`src/rtl/pattern_sequencer.sv`:
```
// Raster timing and pattern-mode scheduler for the test pattern datapath.
// Counters feed the generator; sync/de/frame_start are registered one cycle later to match its RGB.
module pattern_sequencer #(
  parameter int unsigned HMAX            = 800,
  parameter int unsigned VMAX            = 525,
  parameter int unsigned HA              = 640,
  parameter int unsigned VA              = 480,
  parameter int unsigned HFP             = 16,
  parameter int unsigned HSW             = 96,
  parameter int unsigned VFP             = 10,
  parameter int unsigned VSW             = 2,
  parameter bit          SYNC_POL        = 1'b0,
  parameter int unsigned NUM_MODES       = 4,
  parameter int unsigned FRAMES_PER_MODE = 60,
  localparam int unsigned HW             = $clog2(HMAX),
  localparam int unsigned VW             = $clog2(VMAX),
  localparam int unsigned MW             = $clog2(NUM_MODES)
) (
  input  logic          clk,
  input  logic          rst,
  input  logic          i_en,
  input  logic          i_auto,
  input  logic          i_mode_valid,
  input  logic [MW-1:0] i_mode,
  output logic          o_mode_ready,
  output logic [HW-1:0] o_hcount,
  output logic [VW-1:0] o_vcount,
  output logic [MW-1:0] o_mode,
  output logic          o_hsync,
  output logic          o_vsync,
  output logic          o_de,
  output logic          o_frame_start,
  output logic          o_busy
);

  localparam int unsigned FW  = (FRAMES_PER_MODE > 1) ? $clog2(FRAMES_PER_MODE) : 1;
  localparam int unsigned HCW = HW + 1;
  localparam int unsigned VCW = VW + 1;

  localparam logic [HW-1:0]  HLast     = HW'(HMAX - 1);
  localparam logic [VW-1:0]  VLast     = VW'(VMAX - 1);
  localparam logic [MW-1:0]  ModeLast  = MW'(NUM_MODES - 1);
  localparam logic [FW-1:0]  FrameLast = FW'(FRAMES_PER_MODE - 1);
  // One extra bit so sync windows ending exactly at HMAX/VMAX still compare correctly.
  localparam logic [HCW-1:0] HActEnd   = HCW'(HA);
  localparam logic [HCW-1:0] HsStart   = HCW'(HA + HFP);
  localparam logic [HCW-1:0] HsEnd     = HCW'(HA + HFP + HSW);
  localparam logic [VCW-1:0] VActEnd   = VCW'(VA);
  localparam logic [VCW-1:0] VsStart   = VCW'(VA + VFP);
  localparam logic [VCW-1:0] VsEnd     = VCW'(VA + VFP + VSW);

  typedef enum logic [1:0] {StIdle, StRun, StDrain} state_e;

  state_e          state_q;
  logic            pending_q;
  logic [MW-1:0]   req_mode_q;
  logic [FW-1:0]   frame_cnt_q;

  logic            active;
  logic            h_wrap;
  logic            boundary;
  logic            accept;
  logic [MW-1:0]   mode_clamped;
  logic [MW-1:0]   mode_next_auto;
  logic [HCW-1:0]  hcx;
  logic [VCW-1:0]  vcx;
  logic            de_next;
  logic            hs_next;
  logic            vs_next;
  logic            fs_next;

  always_comb begin
    active         = (state_q != StIdle);
    h_wrap         = (o_hcount == HLast);
    boundary       = active && h_wrap && (o_vcount == VLast);
    accept         = i_mode_valid && o_mode_ready;
    mode_clamped   = (i_mode > ModeLast) ? ModeLast : i_mode;
    mode_next_auto = (o_mode == ModeLast) ? '0 : o_mode + MW'(1);
    hcx            = {1'b0, o_hcount};
    vcx            = {1'b0, o_vcount};
    de_next        = active && (hcx < HActEnd) && (vcx < VActEnd);
    hs_next        = active && (hcx >= HsStart) && (hcx < HsEnd);
    vs_next        = active && (vcx >= VsStart) && (vcx < VsEnd);
    fs_next        = active && (o_hcount == '0) && (o_vcount == '0);
  end

  assign o_mode_ready = ~pending_q;
  assign o_busy       = active;

  always_ff @(posedge clk) begin
    if (rst) begin
      state_q       <= StIdle;
      o_hcount      <= '0;
      o_vcount      <= '0;
      o_mode        <= '0;
      frame_cnt_q   <= '0;
      pending_q     <= 1'b0;
      req_mode_q    <= '0;
      o_hsync       <= ~SYNC_POL;
      o_vsync       <= ~SYNC_POL;
      o_de          <= 1'b0;
      o_frame_start <= 1'b0;
    end else begin
      o_de          <= de_next;
      o_hsync       <= hs_next ? SYNC_POL : ~SYNC_POL;
      o_vsync       <= vs_next ? SYNC_POL : ~SYNC_POL;
      o_frame_start <= fs_next;

      if (!active) begin
        o_hcount <= '0;
        o_vcount <= '0;
        if (i_en) state_q <= StRun;
      end else begin
        if (h_wrap) begin
          o_hcount <= '0;
          o_vcount <= (o_vcount == VLast) ? '0 : o_vcount + VW'(1);
        end else begin
          o_hcount <= o_hcount + HW'(1);
        end
        // A disable seen on the boundary cycle itself ends the run right there.
        if (i_en)          state_q <= StRun;
        else if (boundary) state_q <= StIdle;
        else               state_q <= StDrain;
      end

      if (!active) begin
        if (accept) begin
          o_mode      <= mode_clamped;
          frame_cnt_q <= '0;
        end
      end else if (boundary) begin
        if (accept || pending_q) begin
          o_mode      <= accept ? mode_clamped : req_mode_q;
          frame_cnt_q <= '0;
          pending_q   <= 1'b0;
        end else if (i_auto) begin
          if (frame_cnt_q == FrameLast) begin
            frame_cnt_q <= '0;
            o_mode      <= mode_next_auto;
          end else begin
            frame_cnt_q <= frame_cnt_q + FW'(1);
          end
        end
      end else if (accept) begin
        pending_q  <= 1'b1;
        req_mode_q <= mode_clamped;
      end
    end
  end

endmodule
```
`config.mk`:
```
export PLATFORM = sky130hd
export DESIGN_NAME = pattern_sequencer
export DESIGN_NICKNAME = d
export VERILOG_FILES = /design/src/rtl/pattern_sequencer.sv
export SDC_FILE = /design/constraint.sdc
export NUM_CORES = 1
export LEC_CHECK = 0
export ABC_AREA = 0
export CAP_MARGIN = 40
export CORE_ASPECT_RATIO = 1.2
export CORE_MARGIN = 10
export CORE_UTILIZATION = 55
export DETAILED_ROUTE_END_ITERATION = 10
export PLACE_DENSITY = 0.84
export SKIP_CTS_REPAIR_TIMING = 1
export SYNTH_ARGS = -nofsm -noshare
export SYNTH_HDL_FRONTEND = slang
export SYNTH_SLANG_ARGS = --single-unit
export TNS_END_PERCENT = 50
```
`constraint.sdc`:
```
create_clock -name clk -period 3.7 [get_ports clk]
set_clock_uncertainty 0.1 [all_clocks]
set_input_delay 0.555 -clock clk [delete_from_list [all_inputs] [get_ports clk]]
set_output_delay 0.555 -clock clk [all_outputs]
set_load 0.005 [all_outputs]
```
==> Flow_metrics.wiki, run 1 <==
{| class="wikitable"
! Metric !! Value
|-
| Leading cell type in the layout, fill and taps excluded || sky130_fd_sc_hd__dfxtp_1
|-
| Final Max Slew Viols || 0
|-
| Post-synthesis mux area share || 0.02881
|-
| Worst Setup Start Kind || flip-flop
|-
| Setup crit start || state_q[1]$_SDFFE_PP0P_
|-
| # rows || 22
|-
| Final-report hold violation count || 0
|-
| Outcome || finished, final reports clean
|-
| Number of global-route vias before repair || about 1600
|-
| Classification of the worst setup path || flip-flop to output port
|-
| Simple-gate portion of the synthesized area || 0.2963
|-
| Startpoint of the worst register-to-register path || o_hcount[0]$_SDFF_PP0_
|-
| Largest net degree at the start of global routing || 16
|-
| Number of antenna violations at the first check in global routing || 0
|-
| Achievable frequency || around 380 MHz
|-
| Distinct cells, synth || 43
|-
| Final setup violation count || 0
|-
| Core area || between 3000 and 4000 sq um
|-
| Total Routed Length || between 4000 and 5000 um
|-
| Die height || between 80 and 90 um
|-
| Starting Density || 0.5813
|-
| Maximum vdd drop || 0.3012 mV
|-
| Gate Count Post-Synth || 214
|-
| Class of the tightest hold or removal check || flip-flop to flip-flop
|-
| Maximum count of clock buffers along a single path || 2
|-
| Total routing resource utilization after global routing || 0.1496
|-
| Post-synthesis to final-layout area growth || 22.56%
|-
| Cell area after technology mapping || about 1800 sq um
|-
| Most area-hungry cell type in the Yosys netlist || sky130_fd_sc_hd__dfxtp_1
|-
| Count of max-cap constraint violations || 0
|-
| Final HPWL DP || 3284 um
|-
| Proportion of synthesized chip area in sequential cells || 0.4060
|-
| Synth Area in Adders || 0.04115
|-
| Post-route ant nets || 0
|-
| Arrival @ worst endpoint || just under 2 ns
|-
| Number of instances on the worst hold path || 1
|-
| Count of flip-flops with a built-in enable after synthesis || 0
|-
| Clock Sinks || 37
|-
| Clk pin slew, worst setup/hold paths || between 0.1 and 0.15 ns
|-
| Most used cells in the layout excluding fill and tap cells || sky130_fd_sc_hd__dfxtp_1 (37), sky130_fd_sc_hd__clkdlybuf4s50_1 (34), sky130_fd_sc_hd__nor2_1 (30)
|-
| Async set-or-reset flop fraction in the synthesized netlist || 0
|-
| Clk Tree Root Cell || sky130_fd_sc_hd__clkbuf_4
|-
| Rel. slew slack || 0.4735
|-
| Net Switching || ~180 uW
|-
| Diode count || 0
|-
| Capturing element type of the critical path || output port
|-
| Post-synthesis net count || between 200 and 250
|-
| Via count || roughly 1600
|-
| Count of input and output buffers || 34
|-
| XOR/XNOR Fraction of Synth Area || 0.07682
|-
| H-tree depth || 2
|-
| TritonCTS buffer count || 5
|-
| Critical Path RT || around 3.0 ns
|-
| Reg power frac || 0.584
|-
| Share of the synthesized area in compound gates (AO/OA/AOI/OAI) || 0.1145
|-
| Part of the total power dissipated in combinational logic || 0.101
|-
| Post-DR wirelength/cell || between 15 and 20 um
|-
| Largest fanout on the critical path || 10
|-
| Average cell area after synthesis || 8.525 sq um
|-
| Length in cells of the worst reg-to-reg path || 6
|-
| Dominant register cell in the synthesized netlist || sky130_fd_sc_hd__dfxtp_1
|-
| Final weighted congestion of routability-driven global placement || 0.8515
|-
| Dominant combinational cell family by area after synthesis || simple AND/OR/NAND/NOR gates
|-
| Clock insertion delay at the later pin of the skew report || between 0.3 and 0.4 ns
|-
| Cell-internal power || 527.5 uW
|-
| Total grt overflow || 0
|-
| Synth area leaders || sky130_fd_sc_hd__dfxtp_1 (41%), sky130_fd_sc_hd__nor2_1 (6.2%), sky130_fd_sc_hd__xor2_1 (4.3%)
|-
| Fraction of layout cells with a size suffix above 1 || 0.06883
|-
| First-pass GRT wire length || around 7500 um
|-
| Final TNS setup || 0 ns
|-
| Final Core Density || 0.7125
|-
| Share of total power in the clock network || 0.315
|-
| Register bit count reported by yosys || 37
|-
| Transition at the pin with the smallest max-transition slack || between 0.7 and 0.8 ns
|-
| Total I/O pin count || 35
|-
| Fraction of post-synthesis cell area in the top cell type by area || 0.4060
|-
| Initial DRC Count || around 190
|-
| TritonCTS clock tree || yes
|-
| Worst Min Path Start || o_hcount[0]$_SDFF_PP0_
|-
| RSZ-0062 raised after global routing || no
|-
| Die footprint || between 6000 and 7000 sq um
|-
| Fraction of power spent switching nets || 0.2511
|-
| Via/cell ratio || roughly 5.7
|-
| Register-to-register path setup slack || 1.29 ns
|-
| Final min period || about 2.6 ns
|-
| Pleak || approximately 0.8 nW
|-
| Post-layout net count || 260
|-
| Die extent in x || between 70 and 80 um
|-
| Power density normalized to cell area || ~320 nW/um^2
|-
| Number of DRC violations after detailed routing || 0
|-
| First-pass DRT Iterations || 4
|-
| Fin crit share || 0.7052
|-
| Total of warnings raised by yosys || 0
|}
sequential cells by signal (all words and copies together), names as in the netlist, 2 cells and up:
signal / flops
o_hcount: 10
o_vcount: 10
frame_cnt_q: 6
o_mode: 2
req_mode_q: 2
state_q: 2
area by class of cell:
type	instances	area [sq um]
fill	265	902.1
inverter	8	30.03
sequential	37	740.7
clock buffer	7	55.05
tap	36	45.04
timing repair buffer	35	347.8
multi-input combinational	160	1017
kinds of logic after synthesis:
group / count (synthesis)
xor gates and xnor gates: 16
adders and majority gates: 6
DFF: 37
and+or+nand+nor: 105
AOI/OAI and AO/OA: 28
muxes: 5
buffers and inverters: 17
metal layers:
metal | vias up | share of wire | wire, um | global-route usage
li1 | 829 | - | - | -
met1 | 756 | 0.44 | 1974 | 0.1738
met2 | 31 | 0.48 | 2131 | 0.2362
met3 | 8 | 0.065 | 288 | 0.06310
met4 | 0 | 0.014 | 64 | 0.05345
met5 | - | 0 | 0 | 0
stage by stage:
stage	setup slack [ns]	power, mW	hold slack [ns]	cells	area [sq um]
after global placement	1.162	0.4902	0.3739	276	2181
after CTS	1.071	0.7090	0.4097	283	2236
after global routing	0.9153	0.7329	0.4413	283	2236
final	1.091	0.7043	0.4093	283	2236
after detailed placement	1.129	0.4919	0.3808	276	2181
after floorplan	1.587	0.4620	0.3637	214	1824
power groups by stage:
stage,Clock [mW],Sequential [mW],Combinational (mW)
2_1_floorplan,0,0.418,0.0436
3_3_place_gp,0,0.421,0.0696
3_5_place_dp,0,0.421,0.0713
4_1_cts,0.226,0.412,0.0716
5_1_grt,0.241,0.413,0.0793
6_report,0.222,0.412,0.0709
synth_stat cells, types with 2 or more instances:
cell,count
sky130_fd_sc_hd__dfxtp_1,37
sky130_fd_sc_hd__nor2_1,30
sky130_fd_sc_hd__nand2_1,16
sky130_fd_sc_hd__nand3_1,13
sky130_fd_sc_hd__nor3_1,11
sky130_fd_sc_hd__nand4_1,10
sky130_fd_sc_hd__xor2_1,9
sky130_fd_sc_hd__a21oi_1,8
sky130_fd_sc_hd__clkbuf_1,7
sky130_fd_sc_hd__inv_1,7
sky130_fd_sc_hd__xnor2_1,7
sky130_fd_sc_hd__ha_1,6
sky130_fd_sc_hd__and3_1,5
sky130_fd_sc_hd__o21ai_0,5
sky130_fd_sc_hd__or3_1,5
sky130_fd_sc_hd__a32o_1,3
sky130_fd_sc_hd__mux2i_1,3
sky130_fd_sc_hd__nor2b_1,3
sky130_fd_sc_hd__o21ai_1,3
sky130_fd_sc_hd__and4_1,2
sky130_fd_sc_hd__buf_2,2
critical path, cell delays in order (launching register included):
cell,delay (ns)
sky130_fd_sc_hd__dfxtp_1,0.31
sky130_fd_sc_hd__nor2_1,0.53
sky130_fd_sc_hd__inv_2,0.26
sky130_fd_sc_hd__clkdlybuf4s50_1,0.51
path summary, 6_finish.rpt:
| kind | end |
|---|---|
| max | o_busy |
| min | o_hcount[0]$_SDFF_PP0_ |
| max reg2reg | o_mode[1]$_SDFFE_PP0P_ |
| min reg2reg | o_hcount[0]$_SDFF_PP0_ |
Note: power is estimated with default switching activity, not from simulation.
==> run 2, diff against run 1 <==
Settings changed: CORE_UTILIZATION 55 to 46, PLACE_DENSITY 0.84 to 0.75.
Clock period 3.7 ns to 2.4 ns, I/O delays scaled along.
==> Flow_metrics.wiki, run 2 (same netlist as run 1, synthesis figures left out) <==
{| class="wikitable"
! Metric !! Value
|-
| Largest fanout on the critical path || 5 (-5)
|-
| Final-report hold violation count || 0 (unchanged)
|-
| CP Cell Sequence || or4_4 > nor3_1 > a21oi_1 > nor3_2 > mux2_1
|-
| Final TNS setup || 0 ns (unchanged)
|-
| H-tree depth || 2 (unchanged)
|-
| Pleak || 0.8505 nW (+6.1%)
|-
| Maximum count of clock buffers along a single path || 2 (unchanged)
|-
| Largest net degree at the start of global routing || 15 (-1)
|-
| Placed cell count || 300 (+8.7%)
|-
| Critical Path RT || 2.48 ns (-0.56 ns)
|-
| First-pass DRT Iterations || 4 (unchanged)
|-
| Clock insertion delay at the later pin of the skew report || 0.29 ns (-0.05 ns)
|-
| Total routing resource utilization after global routing || 0.1377 (-0.01190)
|-
| Number of DRC violations after detailed routing || 0 (unchanged)
|-
| Count of input and output buffers || 34 (unchanged)
|-
| Final weighted congestion of routability-driven global placement || 0.8826 (+3.7%)
|-
| Largest stage delay on the critical path || 0.55 ns (+0.02 ns)
|-
| RSZ-0062 raised after global routing || no
|-
| Class of the tightest hold or removal check || flip-flop to flip-flop
|-
| Transition at the pin with the smallest max-transition slack || 0.4153 ns (-0.3692 ns)
|-
| TritonCTS clock tree || yes
|-
| Diode count || 0 (unchanged)
|-
| Count of max-cap constraint violations || 0 (unchanged)
|-
| Achievable frequency || 452.6 MHz
|-
| Cell at the slowest stage of the critical path || sky130_fd_sc_hd__or4_4
|-
| Leading cell type in the layout, fill and taps excluded || sky130_fd_sc_hd__dfxtp_1
|-
| Clk pin slew, worst setup/hold paths || 0.08 ns (-0.03 ns)
|-
| Final min period || 2.210 ns
|-
| Leading registers by flop count || o_hcount x10, o_vcount x10, frame_cnt_q x6
|-
| Die height || 88.99 um (+7.1%)
|-
| Via count || 1648 (+1.5%)
|-
| First-pass GRT wire length || 7741 um (+3.4%)
|-
| Rel. slew slack || 0.7226 (+0.2491)
|-
| Post-DR wirelength/cell || 14.42 um (-8.5%)
|-
| Core area || 3879 sq um (+24%)
|-
| Number of global-route vias before repair || 1633 (+2.2%)
|-
| Number of antenna violations at the first check in global routing || 0 (unchanged)
|-
| Post-synthesis to final-layout area growth || 28.53%
|-
| Filler-free cell count of the finished design || 308 (+8.8%)
|-
| Total I/O pin count || 35 (unchanged)
|-
| Fillcell total || 381 (+44%)
|-
| Capturing element type of the critical path || flip-flop
|-
| Maximum vdd drop || 0.3473 mV (+15%)
|-
| Via/cell ratio || 5.351 (-6.8%)
|-
| Clock Sinks || 37 (unchanged)
|-
| Fin crit share || 0.9207
|-
| Total grt overflow || 0 (unchanged)
|-
| Length in cells of the worst reg-to-reg path || 5 (-1)
|-
| TritonCTS buffer count || 5 (unchanged)
|-
| Worst Setup Start Kind || flip-flop
|-
| Most used cells in the layout excluding fill and tap cells || sky130_fd_sc_hd__dfxtp_1 (37), sky130_fd_sc_hd__clkdlybuf4s50_1 (34), sky130_fd_sc_hd__nor2_1 (30)
|-
| Outcome || finished, final reports clean
|-
| # rows || 25 (+14%)
|-
| Fraction of layout cells with a size suffix above 1 || 0.09843 (+0.02960)
|-
| Power density normalized to cell area || 515.3 nW/um^2 (+64%)
|-
| Final HPWL DP || 3210 um (-2.3%)
|-
| Post-layout net count || 266 (+2.3%)
|-
| Arrival @ worst endpoint || 2.29 ns (+0.34 ns)
|-
| Number of instances on the worst hold path || 1 (unchanged)
|-
| Die footprint || 6895 sq um (+14%)
|-
| Total Routed Length || 4440 um (-0.43%)
|-
| Starting Density || 0.4703 (-0.1110)
|-
| Final setup violation count || 0 (unchanged)
|-
| Die extent in x || 77.49 um (+6.8%)
|-
| Final Max Slew Viols || 0 (unchanged)
|-
| Post-route ant nets || 0 (unchanged)
|-
| Clk Tree Root Cell || sky130_fd_sc_hd__clkbuf_8
|-
| Classification of the worst setup path || flip-flop to flip-flop
|-
| Initial DRC Count || 82 (-56%)
|}
run 2: cell count changes in the layout (fill, tap and decap cells not counted), sizes merged:
cell / change
buf: +6
clkinv: +2
clkbuf: -1
run 2: critical path: cells and delay by family, from the launching register on:
family / cells / cell delay [ns]
AO/OA/AOI/OAI: 1 / 0.18
AND/OR/NAND/NOR: 3 / 1.12
multiplexers: 1 / 0.36
flip-flops: 1 / 0.35
run 2: worst paths after layout:
path | start | endpoint | slack (ns)
worst min-delay path | o_hcount[0]$_SDFF_PP0_ | o_hcount[0]$_SDFF_PP0_ | 0.39
worst max register to register | o_vcount[4]$_SDFFE_PP0N_ | o_mode[1]$_SDFFE_PP0P_ | 0.19
worst max-delay path | o_vcount[4]$_SDFFE_PP0N_ | o_mode[1]$_SDFFE_PP0P_ | 0.19
worst min register to register | o_hcount[0]$_SDFF_PP0_ | o_hcount[0]$_SDFF_PP0_ | 0.39
run 2: metrics by stage:
stage	utilization	setup slack, ns	instance area (sq um)	total power, mW	hold WS [ns]
finish	0.6045	0.1903	2345	1.208	0.3941
global route	0.6045	0.02442	2345	1.275	0.4420
CTS	0.6045	0.1970	2345	1.225	0.4015
detailed placement	0.5797	0.2072	2248	0.7634	0.3805
global placement	0.5797	0.2918	2248	0.7621	0.3693
floorplan	-	0.2866	1824	0.7122	0.3324
run 2: cell type report:
cell class / count / area [sq um] / share of cell area
Clock inverter: 2 / 13.76 / 0.005870
Sequential cell: 37 / 740.7 / 0.3159
Tap cell: 54 / 67.56 / 0.02882
Clock buffer: 6 / 82.58 / 0.03522
Multi-Input combinational cell: 160 / 1017 / 0.4338
Timing Repair Buffer: 41 / 392.9 / 0.1676
Inverter: 8 / 30.03 / 0.01281
run 2: layer usage:
metal | GRT usage | up-vias | share of wire
met5 | 0 | - | 0
met2 | 0.2192 | 44 | 0.46
met4 | 0.05482 | 0 | 0.015
met3 | 0.06338 | 7 | 0.084
met1 | 0.1582 | 757 | 0.44
li1 | - | 840 | -
run 2: report_power, final:
| part | leakage (nW) | switching (mW) | internal, mW |
|---|---|---|---|
| Sequential | 0.300 | 0.00999 | 0.624 |
| Combinational | 0.500 | 0.0585 | 0.0558 |
| Clock | 0.0512 | 0.227 | 0.233 |
==> run 3, diff against run 2 <==
Settings changed: CAP_MARGIN 40 to not set.
==> results of run 3 <==
Final layout, timing and power as in run 2 (identical DEF).
